### config.mk
export PLATFORM = sky130hd
export DESIGN_NAME = instr_fetch_unit
export DESIGN_NICKNAME = d
export VERILOG_FILES = /design/src/rtl/instr_fetch_unit.sv
export SDC_FILE = /design/constraint.sdc
export NUM_CORES = 1
export LEC_CHECK = 0
export ABC_AREA = 1
export CELL_PAD_IN_SITES_DETAIL_PLACEMENT = 0
export CELL_PAD_IN_SITES_GLOBAL_PLACEMENT = 2
export CORE_MARGIN = 2
export CORE_UTILIZATION = 36
export DETAILED_ROUTE_END_ITERATION = 6
export PLACE_DENSITY = 0.81
export SYNTH_ARGS = -nofsm -noshare
export SYNTH_HDL_FRONTEND = slang
export SYNTH_SLANG_ARGS = --single-unit
### constraint.sdc
create_clock -name clock -period 3.6 [get_ports clock]
set_input_delay 0.72 -clock clock [delete_from_list [all_inputs] [get_ports clock]]
set_output_delay 0.72 -clock clock [all_outputs]
set_load 0.02 [all_outputs]
### src/rtl/instr_fetch_unit.sv
// -----------------------------------------------------------------------------
// instr_fetch_unit
//
// Fetch stage for the mini-MIPS pipeline. It issues requests to an
// instruction memory whose latency may vary, keeps fetched 16-bit words in a
// small prefetch queue and hands {ir, pc} pairs to decode.
//
// Handshakes (valid/ready semantics, used on both sides):
//   mem_req/mem_ack : once mem_req rises, mem_req and mem_addr hold steady
//                     until the rising edge where mem_ack is sampled high.
//                     mem_rdata is valid only in that cycle.
//   ir_valid/ir_ready : the head entry transfers at a rising edge where both
//                     are high. ir_ready with ir_valid low does nothing.
//                     ir/pc hold steady while ir_valid is high and not taken.
//   redirect        : outranks everything. It empties the queue, drops any
//                     pending or same-cycle fetch data and restarts fetch at
//                     redirect_pc with bit 0 forced to 0.
//
// Parameters:
//   DEPTH    : prefetch queue entries (power of 2, at least 2)
//   RESET_PC : byte address of the first fetch after reset (bit 0 = 0)
//
// Ports:
//   clock, reset            : rising-edge clock, synchronous active-high reset
//   mem_req, mem_addr       : instruction-memory request and byte address
//   mem_ack, mem_rdata      : memory completion and instruction word
//   ir_valid, ir_ready      : decode handshake for the queue head
//   ir, pc                  : head instruction and its byte address
//   redirect, redirect_pc   : branch/jump restart
//   queue_count             : occupied queue entries
//   halted                  : fetch stopped on a HALT opcode
//   fsm_state               : debug view of the fetch FSM (0 IDLE, 1 REQ, 2 DRAIN)
//
// Optional build macro INSTR_FETCH_HALT_DETECT_EN: a pushed word with opcode
// 4'b1111 stops new requests until redirect or reset. Without the macro that
// opcode is an ordinary instruction and halted is tied low.
// -----------------------------------------------------------------------------
module instr_fetch_unit #(
   parameter int          DEPTH    = 4,
   parameter logic [15:0] RESET_PC = 16'h0000
) (
   input  logic                      clock,
   input  logic                      reset,
   output logic                      mem_req,
   output logic [15:0]               mem_addr,
   input  logic                      mem_ack,
   input  logic [15:0]               mem_rdata,
   output logic                      ir_valid,
   input  logic                      ir_ready,
   output logic [15:0]               ir,
   output logic [15:0]               pc,
   input  logic                      redirect,
   input  logic [15:0]               redirect_pc,
   output logic [$clog2(DEPTH):0]    queue_count,
   output logic                      halted,
   output logic [1:0]                fsm_state
);

   localparam int PW = $clog2(DEPTH);
   localparam int CW = PW + 1;

   // DRAIN doubles as the "drop the pending response" flag.
   typedef enum logic [1:0] {
      IDLE  = 2'd0,
      REQ   = 2'd1,
      DRAIN = 2'd2
   } state_t;

   state_t        state, next_state;
   logic [15:0]   fetch_pc, next_fetch_pc, next_mem_addr, target_pc;
   logic [15:0]   ir_mem [DEPTH];
   logic [15:0]   pc_mem [DEPTH];
   logic [PW-1:0] rd_ptr, wr_ptr;
   logic [CW-1:0] count;
   logic [CW:0]   count_after;
   logic          push, pop, halt_hit;

   assign target_pc = redirect_pc & 16'hFFFE;
   assign pop       = ir_valid && ir_ready;

   // Occupancy once this cycle's push and any pop have landed; the next
   // request may be issued only if this still leaves a free slot for it.
   assign count_after = {1'b0, count} + (CW+1)'(1) - (CW+1)'(pop);

`ifdef INSTR_FETCH_HALT_DETECT_EN
   assign halt_hit = push && (mem_rdata[15:12] == 4'b1111);

   always_ff @(posedge clock) begin
      if (reset) begin
         halted <= 1'b0;
      end else if (redirect) begin
         halted <= 1'b0;
      end else if (halt_hit) begin
         halted <= 1'b1;
      end
   end
`else
   assign halt_hit = 1'b0;
   assign halted   = 1'b0;
`endif

   always_comb begin
      next_state    = state;
      next_fetch_pc = fetch_pc;
      next_mem_addr = mem_addr;
      push          = 1'b0;
      case (state)
         IDLE: begin
            if (redirect) begin
               next_state    = REQ;
               next_fetch_pc = target_pc;
               next_mem_addr = target_pc;
            end else if (!halted && (count < CW'(DEPTH))) begin
               next_state    = REQ;
               next_mem_addr = fetch_pc;
            end
         end
         REQ: begin
            if (redirect) begin
               next_fetch_pc = target_pc;
               if (mem_ack) begin
                  // Response dropped; the new address goes out right away.
                  next_state    = REQ;
                  next_mem_addr = target_pc;
               end else begin
                  // Memory still owes a response; keep the request stable.
                  next_state = DRAIN;
               end
            end else if (mem_ack) begin
               push          = 1'b1;
               next_fetch_pc = fetch_pc + 16'd2;
               next_mem_addr = fetch_pc + 16'd2;
               if (!halt_hit && (count_after < (CW+1)'(DEPTH))) begin
                  next_state = REQ;
               end else begin
                  next_state = IDLE;
               end
            end
         end
         DRAIN: begin
            if (redirect) begin
               next_fetch_pc = target_pc;
            end
            if (mem_ack) begin
               next_state    = REQ;
               next_mem_addr = redirect ? target_pc : fetch_pc;
            end
         end
         default: begin
            next_state = IDLE;
         end
      endcase
   end

   always_ff @(posedge clock) begin
      if (reset) begin
         state    <= IDLE;
         fetch_pc <= RESET_PC;
         mem_addr <= RESET_PC;
         rd_ptr   <= '0;
         wr_ptr   <= '0;
         count    <= '0;
      end else begin
         state    <= next_state;
         fetch_pc <= next_fetch_pc;
         mem_addr <= next_mem_addr;
         if (redirect) begin
            rd_ptr <= '0;
            wr_ptr <= '0;
            count  <= '0;
         end else begin
            if (push) begin
               wr_ptr <= wr_ptr + PW'(1);
            end
            if (pop) begin
               rd_ptr <= rd_ptr + PW'(1);
            end
            count <= count + CW'(push) - CW'(pop);
         end
      end
   end

   // Queue storage needs no reset: count gates every read.
   always_ff @(posedge clock) begin
      if (push) begin
         ir_mem[wr_ptr] <= mem_rdata;
         pc_mem[wr_ptr] <= mem_addr;
      end
   end

   assign mem_req     = (state != IDLE);
   assign ir_valid    = (count != '0);
   assign ir          = ir_mem[rd_ptr];
   assign pc          = pc_mem[rd_ptr];
   assign queue_count = count;
   assign fsm_state   = state;

endmodule

-- Yosys cells after proc, flatten, opt, wreduce, memory -nomap -nowiden
Memory sizes are Yosys's and may differ from the RTL's. A register that Yosys moved wholly into a read port is not among the register bits.
Index checks and enable logic that the tools add are counted.
- register bits after elaboration: 41
- memory bits (writable): 128
- bits of input ports: 37
- output and inout port bits: 56
- word-level logic and storage cells: 61
- memories: 2
- memories (name ; depth ; bits a word ; rd ports ; clocked after Yosys merged registers in ; write ports ; RTL line ; text):
    ir_mem ; 4 ; 16 ; 1 ; 1 ; 1 ; 71 ; logic [15:0] ir_mem [DEPTH];
    pc_mem ; 4 ; 16 ; 1 ; 1 ; 1 ; 72 ; logic [15:0] pc_mem [DEPTH];
- add/subtract/negate cells: 7
- magnitude comparators: 2
- equality and inequality tests: 6
- muxes and demuxes: 27
- reductions and logical operators: 11
- operators by type and width (kind ; count):
    2-to-1 mux 16 bit ; 8
    case mux 16 bit (3 select lines) ; 1
    case mux 16 bit (2 select lines) ; 1
    2-to-1 mux 2 bit ; 10
    adder 16 x 2 -> 16 bit (second input constant) ; 1
    2-to-1 mux 1 bit ; 6
    inequality test 3 bit (second input constant) ; 2
    case mux 2 bit (3 select lines) ; 1
    nonzero test 3 bit ; 2
    adder 2 x 1 -> 2 bit (second input constant) ; 2
    adder 3 x 1 -> 4 bit (second input constant) ; 1
    < comparator 4 x 3 -> 1 bit (second input constant) ; 1
    inequality test 2 bit (second input constant) ; 2
    AND reduction 4 bit ; 1
    nonzero test 2 bit ; 2
    OR reduction 2 bit ; 2
    subtractor 4 x 1 -> 4 bit ; 1
    adder 3 x 1 -> 3 bit ; 1
    < comparator 3 bit (second input constant) ; 1
    AND reduction 3 bit ; 1
    subtractor 3 x 1 -> 3 bit ; 1
    == test 2 x 1 -> 1 bit (second input constant) ; 1
    == test 2 bit (second input constant) ; 1
    logical NOT 2 bit ; 1
    other kinds (2) ; 2

-- Depth between registers and ports, before layout
Gate-level depths: netlist of run 1.
- depth in word-level cells: 8
- depth in mapped cells: 13
- depth with buffers taken out: 12

-- Worst setup path after synthesis of run 1
No wires, ideal clock.
- path kind: in2reg
- start point: input redirect
- end point: memory ir_mem[0][0], enable pin
- setup time: 0.421 ns
- data arrival time: 2.534 ns
- required time: 3.179 ns
- slack: 0.645 ns
- cell stages on the path: 5
- buffers on the path: 2
- cell sequence: buf_6 -> buf_2 -> nor2_1 -> inv_1 -> nor2_1
- word-level cells in the longest chain between the ends: 4
- RTL lines (element ; RTL line ; text):
    from (decl) ; 52 ; input logic redirect,
    2-to-1 mux 1 bit ; 119 ; if (redirect) begin
    2-to-1 mux 1 bit ; 107 ; case (state)
    2-to-1 mux 1 bit ; 185 ; if (push) begin
    2-to-1 mux 1 bit (not written as such) ; 186 ; ir_mem[wr_ptr] <= mem_rdata;
    to (decl) ; 71 ;
No other way between the ends.

==> flow_summary.yaml, run 1 <==
clock_tree:
  clockRootBuffer: "clkbuf_16"
  h-tree-depth: 4
  numCtsBuffers: 17
  postCtsResizedCells: 0
  clkTransAtPathRegs_ps: 70
  cts_setup_buffers: 0
  clkLatencyLatePin_ps: 420
  ctsHoldBuffers: 0
  cts_tree: "built"
  clock_path_buffers: 2
  clkSinkCount: 171
floorplan:
  coreArea_sq_mm: 0.0201
  ios: 93
  die_w_microns: 146
  die_h_microns: 146
  rows: 52
  initial_core_util_pct: 36.3
  die_area_sq_mm: 0.0214
layout:
  final_area_sq_mm: 0.00908
  finalNonFillerCells: 1070
  mostFrequentLayoutCells: "edfxtp_1 (128), o21ai_0 (107), nor2_1 (99)"
  n_antenna_cell: 0
  final_common_cell: "edfxtp_1"
  drive_above_1_share_pct: 8.25
  syn_to_final_growth_pct: 24.3
  fill_cells: 1844
  layout.nets: 832
timing:
  worstMarginPinSlew_ps: 886
  fin_crit_ps: 3150
  finalCritPeriodShare_pct: 87.4
  max_clock_freq_mhz: 318
  hold_viol: 0
  setup_viol: 0
  slew_headroom_pct: 40.9
  rsz0062_at_grt: "no"
  setup_tns_ps: 0
  clock_skew_ps: 12.1
  slew_viol_final: 0
routing:
  vias: 5493
  post_drt_wl_per_cell_microns: 17.2
  routed_wl_microns: 18400
  drt_pass1_iterations: 5
  vias_per_cell: 5.13
  ant_nets: 0
  drt_iter0_drc: 384
  drc: 0
grt:
  grt_pass1_vias: 5355
  gr-total-overflow: 0
  grt_antenna_before_repair: 0
  grt_max_degree: 65
  grt_pass1_wl_microns: 28600
  grt_usage_pct: 17.2
yosys:
  synth.area.top_cells: "edfxtp_1 (53%), dfxtp_1 (12%), o21ai_0 (7.3%), nor2_1 (5.3%), nand2_1 (4.4%)"
  netlist.area_leader.share_pct: 52.6
  synth_area_sq_mm: 0.00730
  yosys.area.top_type: "edfxtp_1"
  seq_area_frac_synth_pct: 64.4
  netlist_instances: 706
  syn_avg_cell_area_sq_um: 10.3
  ys_types: 35
  syn_nets: 751
  yosys_warnings: 0
  synth.ff_latch_count: 171
hold_path:
  hp-class: "register to register"
  min-delay-start: "fetch_pc[0]"
critical_path:
  cp_data_arrival_time_ps: 2430
  start_kind: "register"
  crit_fanout: 64
  critPathRequiredTime_ps: 2880
  worstSetupPathType: "register to primary output"
  crit_path_end_kind: "primary output"
  r2r_start: "fsm_state[0]"
pwr:
  irDropWorstVdd_v: 0.000335
  power_leakage_nw: 3.21
  power_density_mw_per_mm2: 512
placed_design:
  post-dp-hpwl_microns: 11000
  portBuffers: 90
  gp_congestion: 0.807
  placed_cells: 1038
  placed_area_sq_mm: 0.00845
flow_run:
  maxCapViolCount: 0
outcome:
  status: "finished clean"
==> kinds of logic (layout without fill, tap and decap cells) <==
group / count (synthesis) / count (layout) / share of synthesized area (%)
AO/OA/AOI/OAI: 214 / 214 / 15.6
other: 1 / 1 / 0.0513
XOR/XNOR: 2 / 2 / 0.240
adder cells (fa/ha/maj): 8 / 8 / 1.47
buffers and inverters: 84 / 178 / 5.24
flip-flops: 171 / 171 / 64.4
AND/OR/NAND/NOR: 226 / 226 / 13.0
==> worst max-delay path, cell delays in order, from the launching register on <==
cell             delay [ps]
dfxtp_2                 330
clkinv_1                 40
buf_4                   500
o21ai_0                 160
o22ai_1                 260
clkdlybuf4s50_1         670
==> power by group <==
part           leakage (nW)  switching (W)  total, W  internal [W]
clock network         0.298       0.000811   0.00193       0.00112
logic                  1.37       0.000275  0.000458      0.000183
registers              1.55      0.0000685   0.00226       0.00219
==> path summary, 6_finish.rpt <==
kind                            depth (start not counted)              to  slack, ps
worst max register to register                         12  queue_count[2]       1100
worst min register to register                          2     fetch_pc[0]        470
worst max-delay path                                    5           pc[4]        450
worst min-delay path                                    2     fetch_pc[0]        470
==> Yosys cell counts (all sizes together) <==
library cell and instances:
dfxtp 43, a21boi 3, nor3 1, o211ai 3
a21oi 54, a31oi 2, clkinv 1, nand2 89
ha 7, nor2 106, nand3 20, inv 43
nand4 10, xor2 1, clkbuf 19, a211oi 2
xnor2 1, fa 1, o21ai 117, a2bb2oi 1
o22ai 32, buf 21, edfxtp 128, conb 1
==> routing by layer <==
layer / wire length, microns / GRT usage (%) / part of all wire [%]
met5: 0 / 0 / 0
met4: 219 / 5.83 / 1.2
met3: 819 / 3.03 / 4.5
met2: 8980 / 29.1 / 49
met1: 8380 / 22.4 / 46
==> registers in the layout, summed over array words and instances, names as in the netlist, named ones only <==
name,cells
ir_mem,64
pc_mem,64
fetch_pc,16
mem_addr,16
queue_count,3
fsm_state,2
rd_ptr,2
wr_ptr,2
==> area by class of cell <==
class | instances | area (sq um) | share of cell area (%)
tap | 270 | 338 | 3.72
clock buffer | 17 | 425 | 4.69
clock inverter | 15 | 204 | 2.25
timing repair buffer | 102 | 991 | 10.9
inverter | 44 | 165 | 1.82
sequential | 171 | 4710 | 51.8
multi-input combinational | 451 | 2250 | 24.8
==> per-stage QoR <==
| step | total power [W] | worst slack [ps] | hold slack [ps] | util [%] |
|---|---|---|---|---|
| floorplan | 0.00254 | 645 | 436 | - |
| global placement | 0.00275 | 524 | 452 | 42.0 |
| detailed placement | 0.00276 | 516 | 462 | 42.0 |
| CTS | 0.00468 | 386 | 472 | 45.1 |
| global route | 0.00481 | 273 | 506 | 45.1 |
| finish | 0.00464 | 454 | 470 | 45.1 |
Power figures use the tool's default switching activity.
==> run 2, diff against run 1 <==
--- a/config.mk
+++ b/config.mk
@@ -10,5 +10,6 @@
 export CELL_PAD_IN_SITES_GLOBAL_PLACEMENT = 2
-export CORE_MARGIN = 2
+export CORE_MARGIN = 3
 export CORE_UTILIZATION = 36
 export DETAILED_ROUTE_END_ITERATION = 6
+export GPL_ROUTABILITY_DRIVEN = 0
 export PLACE_DENSITY = 0.81
==> constraint.sdc (replaced) <==
create_clock -name clock -period 3.6 [get_ports clock]
set_input_delay 0.9 -clock clock [delete_from_list [all_inputs] [get_ports clock]]
set_output_delay 0.9 -clock clock [all_outputs]
set_load 0.02 [all_outputs]
==> run 2 against run 1 <==
Worst hold slack better by 3.9 ps. Critical endpoint is now pc[1]. Clock skew down 1.4 ps. Worst setup slack worse by 280 ps. Clock-buffer cell count unchanged. Total power down 2.9%. Utilization up 0.92 points. Critical path type unchanged. Non-clock buffer count up 4. Critical path depth down 1.
==> flow_summary.yaml, run 2 (synthesis gave the netlist of run 1 again) <==
hold_path:
  hp-class: "register to register"
floorplan:
  initial_core_util_pct: 37.0
  ios: 93
  die_h_microns: 148
  die_area_sq_mm: 0.0220
  rows: 51
  die_w_microns: 148
  coreArea_sq_mm: 0.0197
critical_path:
  critPathRequiredTime_ps: 2700
  crit_path_end_kind: "primary output"
  crit_fanout: 19
  cp_data_arrival_time_ps: 2530
  worstSetupPathType: "register to primary output"
  start_kind: "register"
routing:
  drt_pass1_iterations: 5
  vias: 5460
  vias_per_cell: 5.11
  routed_wl_microns: 18300
  drt_iter0_drc: 370
  post_drt_wl_per_cell_microns: 17.2
  drc: 0
  ant_nets: 0
timing:
  rsz0062_at_grt: "no"
  setup_viol: 0
  slew_viol_final: 0
  fin_crit_ps: 3430
  slew_headroom_pct: 47.8
  max_clock_freq_mhz: 292
  setup_tns_ps: 0
  whs_ps: 474
  hold_viol: 0
  clock_skew_ps: 10.7
  finalCritPeriodShare_pct: 95.2
  worstMarginPinSlew_ps: 783
grt:
  grt_usage_pct: 16.7
  grt_max_degree: 45
  gr-total-overflow: 0
  grt_pass1_wl_microns: 28800
  grt_antenna_before_repair: 0
  grt_pass1_vias: 5401
outcome:
  status: "finished clean"
pwr:
  irDropWorstVdd_v: 0.000326
  power_leakage_nw: 3.23
  power_density_mw_per_mm2: 496
placed_design:
  portBuffers: 90
  post-dp-hpwl_microns: 11400
layout:
  drive_above_1_share_pct: 8.58
  top_regs: "ir_mem: 64 flops, pc_mem: 64 flops"
  final-seq-area_sq_mm: 0.00471
  syn_to_final_growth_pct: 24.3
  final_common_cell: "edfxtp_1"
  mostFrequentLayoutCells: "edfxtp_1 (128), o21ai_0 (107), nor2_1 (99)"
  fill_cells: 1831
  n_antenna_cell: 0
  layout.nets: 836
  multi_input_area_sq_mm: 0.00225
clock_tree:
  postCtsResizedCells: 0
  clkLatencyLatePin_ps: 420
  clkSinkCount: 171
  cts_tree: "built"
  clock_path_buffers: 2
  clockRootBuffer: "clkbuf_16"
  h-tree-depth: 4
  cts_setup_buffers: 0
  ctsHoldBuffers: 0
  clkTransAtPathRegs_ps: 70
  numCtsBuffers: 17
flow_run:
  maxCapViolCount: 0
-- run 2: stage by stage --
step	power (W)	utilization, %	instance area (sq um)	worst slack [ps]	instances
detailed placement	0.00276	43.1	8500	463	1037
global route	0.00468	46.1	9080	3.22	1069
floorplan	0.00254	-	7300	465	706
finish	0.00451	46.1	9080	174	1069
global placement	0.00275	43.1	8500	522	1037
CTS	0.00455	46.1	9080	110	1069
-- run 2: layout make-up --
type                    instances  share of cell area [%]
inverters                      44                    1.82
repair buffers                106                    11.5
clock inverters                15                    1.78
well taps                     265                    3.65
flip-flops and latches        171                    51.8
clock buffers                  17                    4.68
multi-input cells             451                    24.7
-- run 2: worst paths after layout --
| path | cells after the start | slack [ps] | endpoint | start |
|---|---|---|---|---|
| hold / removal | 2 | 470 | fetch_pc[0] | fetch_pc[0] |
| setup reg to reg | 13 | 900 | queue_count[2] | fsm_state[0] |
| setup / recovery | 4 | 170 | pc[1] | register |
| hold reg to reg | 2 | 470 | fetch_pc[0] | fetch_pc[0] |
-- run 2: worst max-delay path, stage by stage, from the launching register on --
cell	delay [ps]
dfxtp_1	650
buf_4	360
o21ai_0	130
o22ai_1	290
clkdlybuf4s50_1	670
-- run 2: metal layers --
layer | vias up | routed length, microns | GRT usage (%)
li1 | 2664 | - | -
met1 | 2623 | 8440 | 22.9
met2 | 153 | 8790 | 26.7
met3 | 20 | 856 | 3.78
met4 | 0 | 250 | 5.17
met5 | - | 0 | 0
-- run 2: power by group --
group	total (W)	switching, W	internal [W]
combinational	0.000463	0.000277	0.000186
sequential	0.00226	0.0000673	0.00219
clock	0.00179	0.000806	0.000984
==> RTL edit 1 (flow settings as in run 2) <==
Add a define of `INSTR_FETCH_HALT_DETECT_EN`.
--- a/src/rtl/instr_fetch_unit.sv
+++ b/src/rtl/instr_fetch_unit.sv
@@ -36,4 +36,6 @@
 // opcode is an ordinary instruction and halted is tied low.
 // -----------------------------------------------------------------------------
+`define INSTR_FETCH_HALT_DETECT_EN
+
 module instr_fetch_unit #(
    parameter int          DEPTH    = 4,
Formal check against the unedited RTL: not equivalent (a bounded check fails within 4 cycles, from zero or initial values and one cycle with reset high).
==> RTL edit 1 against run 2 <==
  * Worst setup slack improved by 0.27 ns
  * Wire length rose by 1.7%
  * Core utilization up 0.60 points
  * Final area is 1.6% higher
  * Non-clock buffer count unchanged
  * First-iteration DRC count rose by 1.1%
  * Register-to-register slack worse by 0.15 ns
  * Sequential cell count grew 1
  * Total power up 2.8%
  * Area after synthesis is 0.79% higher
  * Synthesized cell count rose by 0.14%
  * Largest power group unchanged
==> RTL edit 1: results (changes against run 2) <==
* Synth top cells by count: edfxtp_1 (128), o21ai_0 (104), nor2_1 (100) (was edfxtp_1 (128), o21ai_0 (107), nor2_1 (103))
* CP max FO at 26 (was 19)
* Seq/Total Area, Yosys at 64.2% (was 64.4%)
* Hold Path End: fetch_pc[0]$_SDFFE_PP0P_ (unchanged)
* DRT iter0 DRCs at 374 (was 370)
* IO buf count at 91 (was 90)
* Outcome: finished clean (unchanged)
* Hpwl dp at 11,500 um (was 11,400 um)
* Peak VDD IR at 327 uV (was 326 uV)
* Netlist cell types at 40 (was 35)
* Tightest Pin Transition at 0.494 ns (was 0.783 ns)
* Clock Skew at 0.0131 ns (was 0.0107 ns)
* R2R Path End: queue_count[2]$_SDFF_PP0_ (unchanged)
* Layout cell share with drive strength beyond 1 at 9.42% (was 8.58%)
* Top post-synthesis cells by area: edfxtp_1 (52%), dfxtp_1 (12%), o21ai_0 (7.1%) (was edfxtp_1 (53%), dfxtp_1 (12%), o21ai_0 (7.3%))
* Tot GR Track Use at 17.2% (was 16.7%)
* Reg2reg setup slack at 0.75 ns (was 0.90 ns)
* Leakage at 3.23 nW (about the same)
* Drt via density at 5.17 (was 5.11)
* DR WL/cell at 17.4 um (was 17.2 um)
* Worst skew pair latency at 0.43 ns
* Largest net degree at the start of global routing at 65 (was 45)
* Net Sw Power at 1.14 mW (was 1.15 mW)
* Nets@finish at 839 (was 836)
* Synthesized Nets at 752 (was 751)
* Clk pwr at 1.90 mW (was 1.79 mW)
* Global-route wire length before repair at 29,800 um (was 28,800 um)
* Vias in the first global route at 5,481 (was 5,401)
* # fillers at 1,868 (was 1,831)
* Async set-reset flop share out of synthesis at 0% (unchanged)
* Final WL at 18,700 um (was 18,300 um)
* Crit path capture: pc[5] (was pc[1])
* DP Cell Count at 1,040 (was 1,037)
* R2R Path Start: fsm_state[1]$_SDFFE_PP0P_ (was fsm_state[0]$_SDFFE_PP0P_)
* CTS H-Tree Depth at 4 (unchanged)
* # diodes at 0 (unchanged)
* Root Buffer: clkbuf_16 (unchanged)
* Comb pwr at 471 uW (was 463 uW)
* Avg Inst Size Synth at 10.4 sq um (was 10.3 sq um)
## RTL edit 1: changes by cell type after synthesis, moves of 3 or more
cell,before,now
nand4_1,10,7
a21oi_1,53,62
nor2_1,103,100
inv_1,36,29
o21ai_0,107,104
nand3_1,18,25
buf_4,5,1
## RTL edit 1: per-stage QoR
step / power (mW) / area, sq um / setup slack (ns) / util, % / hold slack, ns
5_1_grt: 4.82 / 9230 / 0.266 / 46.7 / 0.487
3_5_place_dp: 2.78 / 8620 / 0.268 / 43.6 / 0.457
3_3_place_gp: 2.77 / 8620 / 0.335 / 43.6 / 0.449
6_report: 4.63 / 9230 / 0.442 / 46.7 / 0.465
4_1_cts: 4.67 / 9230 / 0.367 / 46.7 / 0.465
2_1_floorplan: 2.56 / 7360 / 0.368 / - / 0.439
## RTL edit 1: cell type report
cell class              count  area, sq um  area share [%]
flip-flops and latches    172         4730            51.2
multi-input cells         458         2320            25.1
repair buffers            106         1090            11.8
clock buffers              17          425            4.61
well taps                 265          332            3.59
clock inverters            15          186            2.02
inverters                  39          159            1.72
## RTL edit 1: kinds of logic after synthesis
family | Yosys count | synth area share, %
adder cells (fa/ha/maj) | 8 | 1.46
AO/OA/AOI/OAI | 219 | 15.9
buffers and inverters | 77 | 4.78
AND/OR/NAND/NOR | 229 | 13.4
flip-flops | 172 | 64.2
XOR/XNOR | 2 | 0.238
## RTL edit 1: worst max-delay path, cell delays in order, from the launching register on
cell and delay (ns):
dfxtp_2 0.43, buf_4 0.31, o21ai_0 0.16, o22ai_1 0.27, clkdlybuf4s50_1 0.66
## RTL edit 1: per-layer routing
metal  vias up  GRT usage (%)  share of wire (%)
met2       145           28.6                 49
met3        15           3.86                4.7
met1      2688           22.9                 45
li1       2690              -                  -
met5         -              0                  0
met4         0           4.39               0.95
==> RTL edit 2 (flow settings as in run 2) <==
Without the edit above. Put one more register stage on the output `queue_count`, cleared by the reset. The value now appears one clock later. The other outputs are not delayed to match.
--- a/src/rtl/instr_fetch_unit.sv
+++ b/src/rtl/instr_fetch_unit.sv
@@ -193,5 +193,11 @@
    assign ir          = ir_mem[rd_ptr];
    assign pc          = pc_mem[rd_ptr];
-   assign queue_count = count;
+   always_ff @(posedge clock) begin
+      if (reset) begin
+         queue_count <= '0;
+      end else begin
+         queue_count <= count;
+      end
+   end
    assign fsm_state   = state;
 
Check against the original RTL: not equivalent (Yosys sat finds a counterexample within 4 cycles, from zero or initial values and one cycle with reset high).
==> RTL edit 2 against run 2 <==
  * Wire length about the same
  * Core utilization shrank 0.65 points
  * Final area grew 1.5%
  * First-iteration DRC count rose by 2.4%
  * Area after synthesis increased by 2.3%
  * Via count rose by 0.48%
  * Sequential cell count increased by 3
  * Synthesized cell count is 0.28% higher
  * Global-route usage is essentially flat
  * Worst setup slack better by 0.18 ns
  * Total power fell by 0.10%
==> RTL edit 2: results (changes against run 2) <==
* CTS H-Tree Depth at 4 (unchanged)
* Place WS at 0.370 ns (was 0.463 ns)
* Initial antenna violation count at 0 (unchanged)
* Total CTS buffers at 17 (unchanged)
* Clock Skew at 0.0131 ns (was 0.0107 ns)
* Nets@finish at 841 (was 836)
* Number of synthesized flops with an enable pin at 128 (unchanged)
* DR pass1 iterations at 5 (unchanged)
* Top post-synthesis cells by area: edfxtp_1 (51%), dfxtp_1 (12%), o21ai_0 (6.8%) (was edfxtp_1 (53%), dfxtp_1 (12%), o21ai_0 (7.3%))
* IO buf count at 90 (unchanged)
* Post-CTS setup buffers at 0 (unchanged)
* Leakage at 3.20 nW (was 3.23 nW)
* Final WL at 18,300 um (about the same)
* Root Buffer: clkbuf_16 (unchanged)
* Hpwl dp at 11,700 um (was 11,400 um)
* Largest net degree at the start of global routing at 65 (was 45)
* Netlist cell types at 42 (was 35)
* Yosys warning total at 0 (unchanged)
* Met1 Usage GRT at 22.2% (was 22.9%)
* Layout cell share with drive strength beyond 1 at 10.8% (was 8.58%)
* Worst EP arrival at 2.34 ns (was 2.53 ns)
* Drt via density at 5.08 (was 5.11)
* Outcome: finished clean (unchanged)
* Slew Limit Headroom at 62.2% (was 47.8%)
* # resized after CTS at 0 (unchanged)
* Synth top cells by count: edfxtp_1 (128), nor2_1 (101), o21ai_0 (101) (was edfxtp_1 (128), o21ai_0 (107), nor2_1 (103))
* DRT iter0 DRCs at 379 (was 370)
* # diodes at 0 (unchanged)
* Critical Path Slowest Stage Cell: clkdlybuf4s50_1 (unchanged)
* Global-route wire length before repair at 29,100 um (was 28,800 um)
* CTS Buffer Depth at 2 (unchanged)
* Regs by FF count: ir_mem (64), pc_mem (64) (unchanged)
* M2 GR Usage at 27.5% (was 26.7%)
* # setup viols final at 0 (unchanged)
* Vias in the first global route at 5,477 (was 5,401)
* Seq/Total Area, Yosys at 63.8% (was 64.4%)
* Worst skew pair latency at 0.42 ns (about the same)
* CP top delay family: buffers and inverters (unchanged)
* CP max FO at 13 (was 19)
* HP Class: register to register (unchanged)
* Async set-reset flop share out of synthesis at 0% (unchanged)
* CP peak stage delay at 0.65 ns (was 0.67 ns)
* Met3 GRT Util at 3.73% (was 3.78%)
* Synthesized Nets at 753 (was 751)
* CTS clk-pin slew, worst paths at 0.07 ns (about the same)
* Tot GR Track Use at 16.7% (about the same)
* Peak VDD IR at 333 uV (was 326 uV)
-- RTL edit 2: area by class of cell --
type                    count  area, sq um
multi-input cells         452         2340
inverters                  44          178
clock inverters            15          134
clock buffers              17          425
repair buffers            107         1040
well taps                 270          338
flip-flops and latches    174         4770
fillers                  1931        11100
-- RTL edit 2: per-layer routing --
metal	vias to the layer above	share of wire, %	wire length (um)
li1	2687	-	-
met4	0	1.1	204
met3	19	4.4	802
met1	2641	46	8490
met5	-	0	0
met2	139	48	8840
-- RTL edit 2: cells by family after synthesis --
| kind of cell | count (synthesis) | synth area share, % |
|---|---|---|
| adder cells (fa/ha/maj) | 8 | 1.44 |
| buffers and inverters | 82 | 5.33 |
| flip-flops | 174 | 63.8 |
| other | 1 | 0.0502 |
| AO/OA/AOI/OAI | 212 | 16.1 |
| XOR/XNOR | 2 | 0.235 |
| AND/OR/NAND/NOR | 228 | 13.0 |
| multiplexers | 1 | 0.134 |
-- RTL edit 2: through the flow --
stage          instances  power [mW]  instance area (sq um)
2_1_floorplan        708        2.62                   7470
3_3_place_gp        1047        2.83                   8660
3_5_place_dp        1047        2.84                   8660
4_1_cts             1079        4.54                   9220
5_1_grt             1079        4.69                   9220
6_report            1079        4.50                   9220
-- RTL edit 2: tightest hold or removal path: cells and delay by family, from the launching register on --
family          cells  cell delay [ns]
compound gates      1             0.07
buf+inv             1             0.05
flops               1             0.30
-- RTL edit 2: power by group --
part / switching [mW] / total, mW / internal [mW]
logic: 0.293 / 0.493 / 0.199
clock network: 0.805 / 1.71 / 0.905
registers: 0.0745 / 2.30 / 2.23
-- RTL edit 2: final timing paths --
kind,from,to,slack [ns],cells past startpoint
max,register,ir[11],0.36,4
min,rd_ptr[1]$_SDFFE_PP0P_,rd_ptr[1]$_SDFFE_PP0P_,0.46,2
max reg2reg,fsm_state[0]$_SDFFE_PP0P_,count[2]$_SDFF_PP0_,0.95,10
min reg2reg,rd_ptr[1]$_SDFFE_PP0P_,rd_ptr[1]$_SDFFE_PP0P_,0.46,2
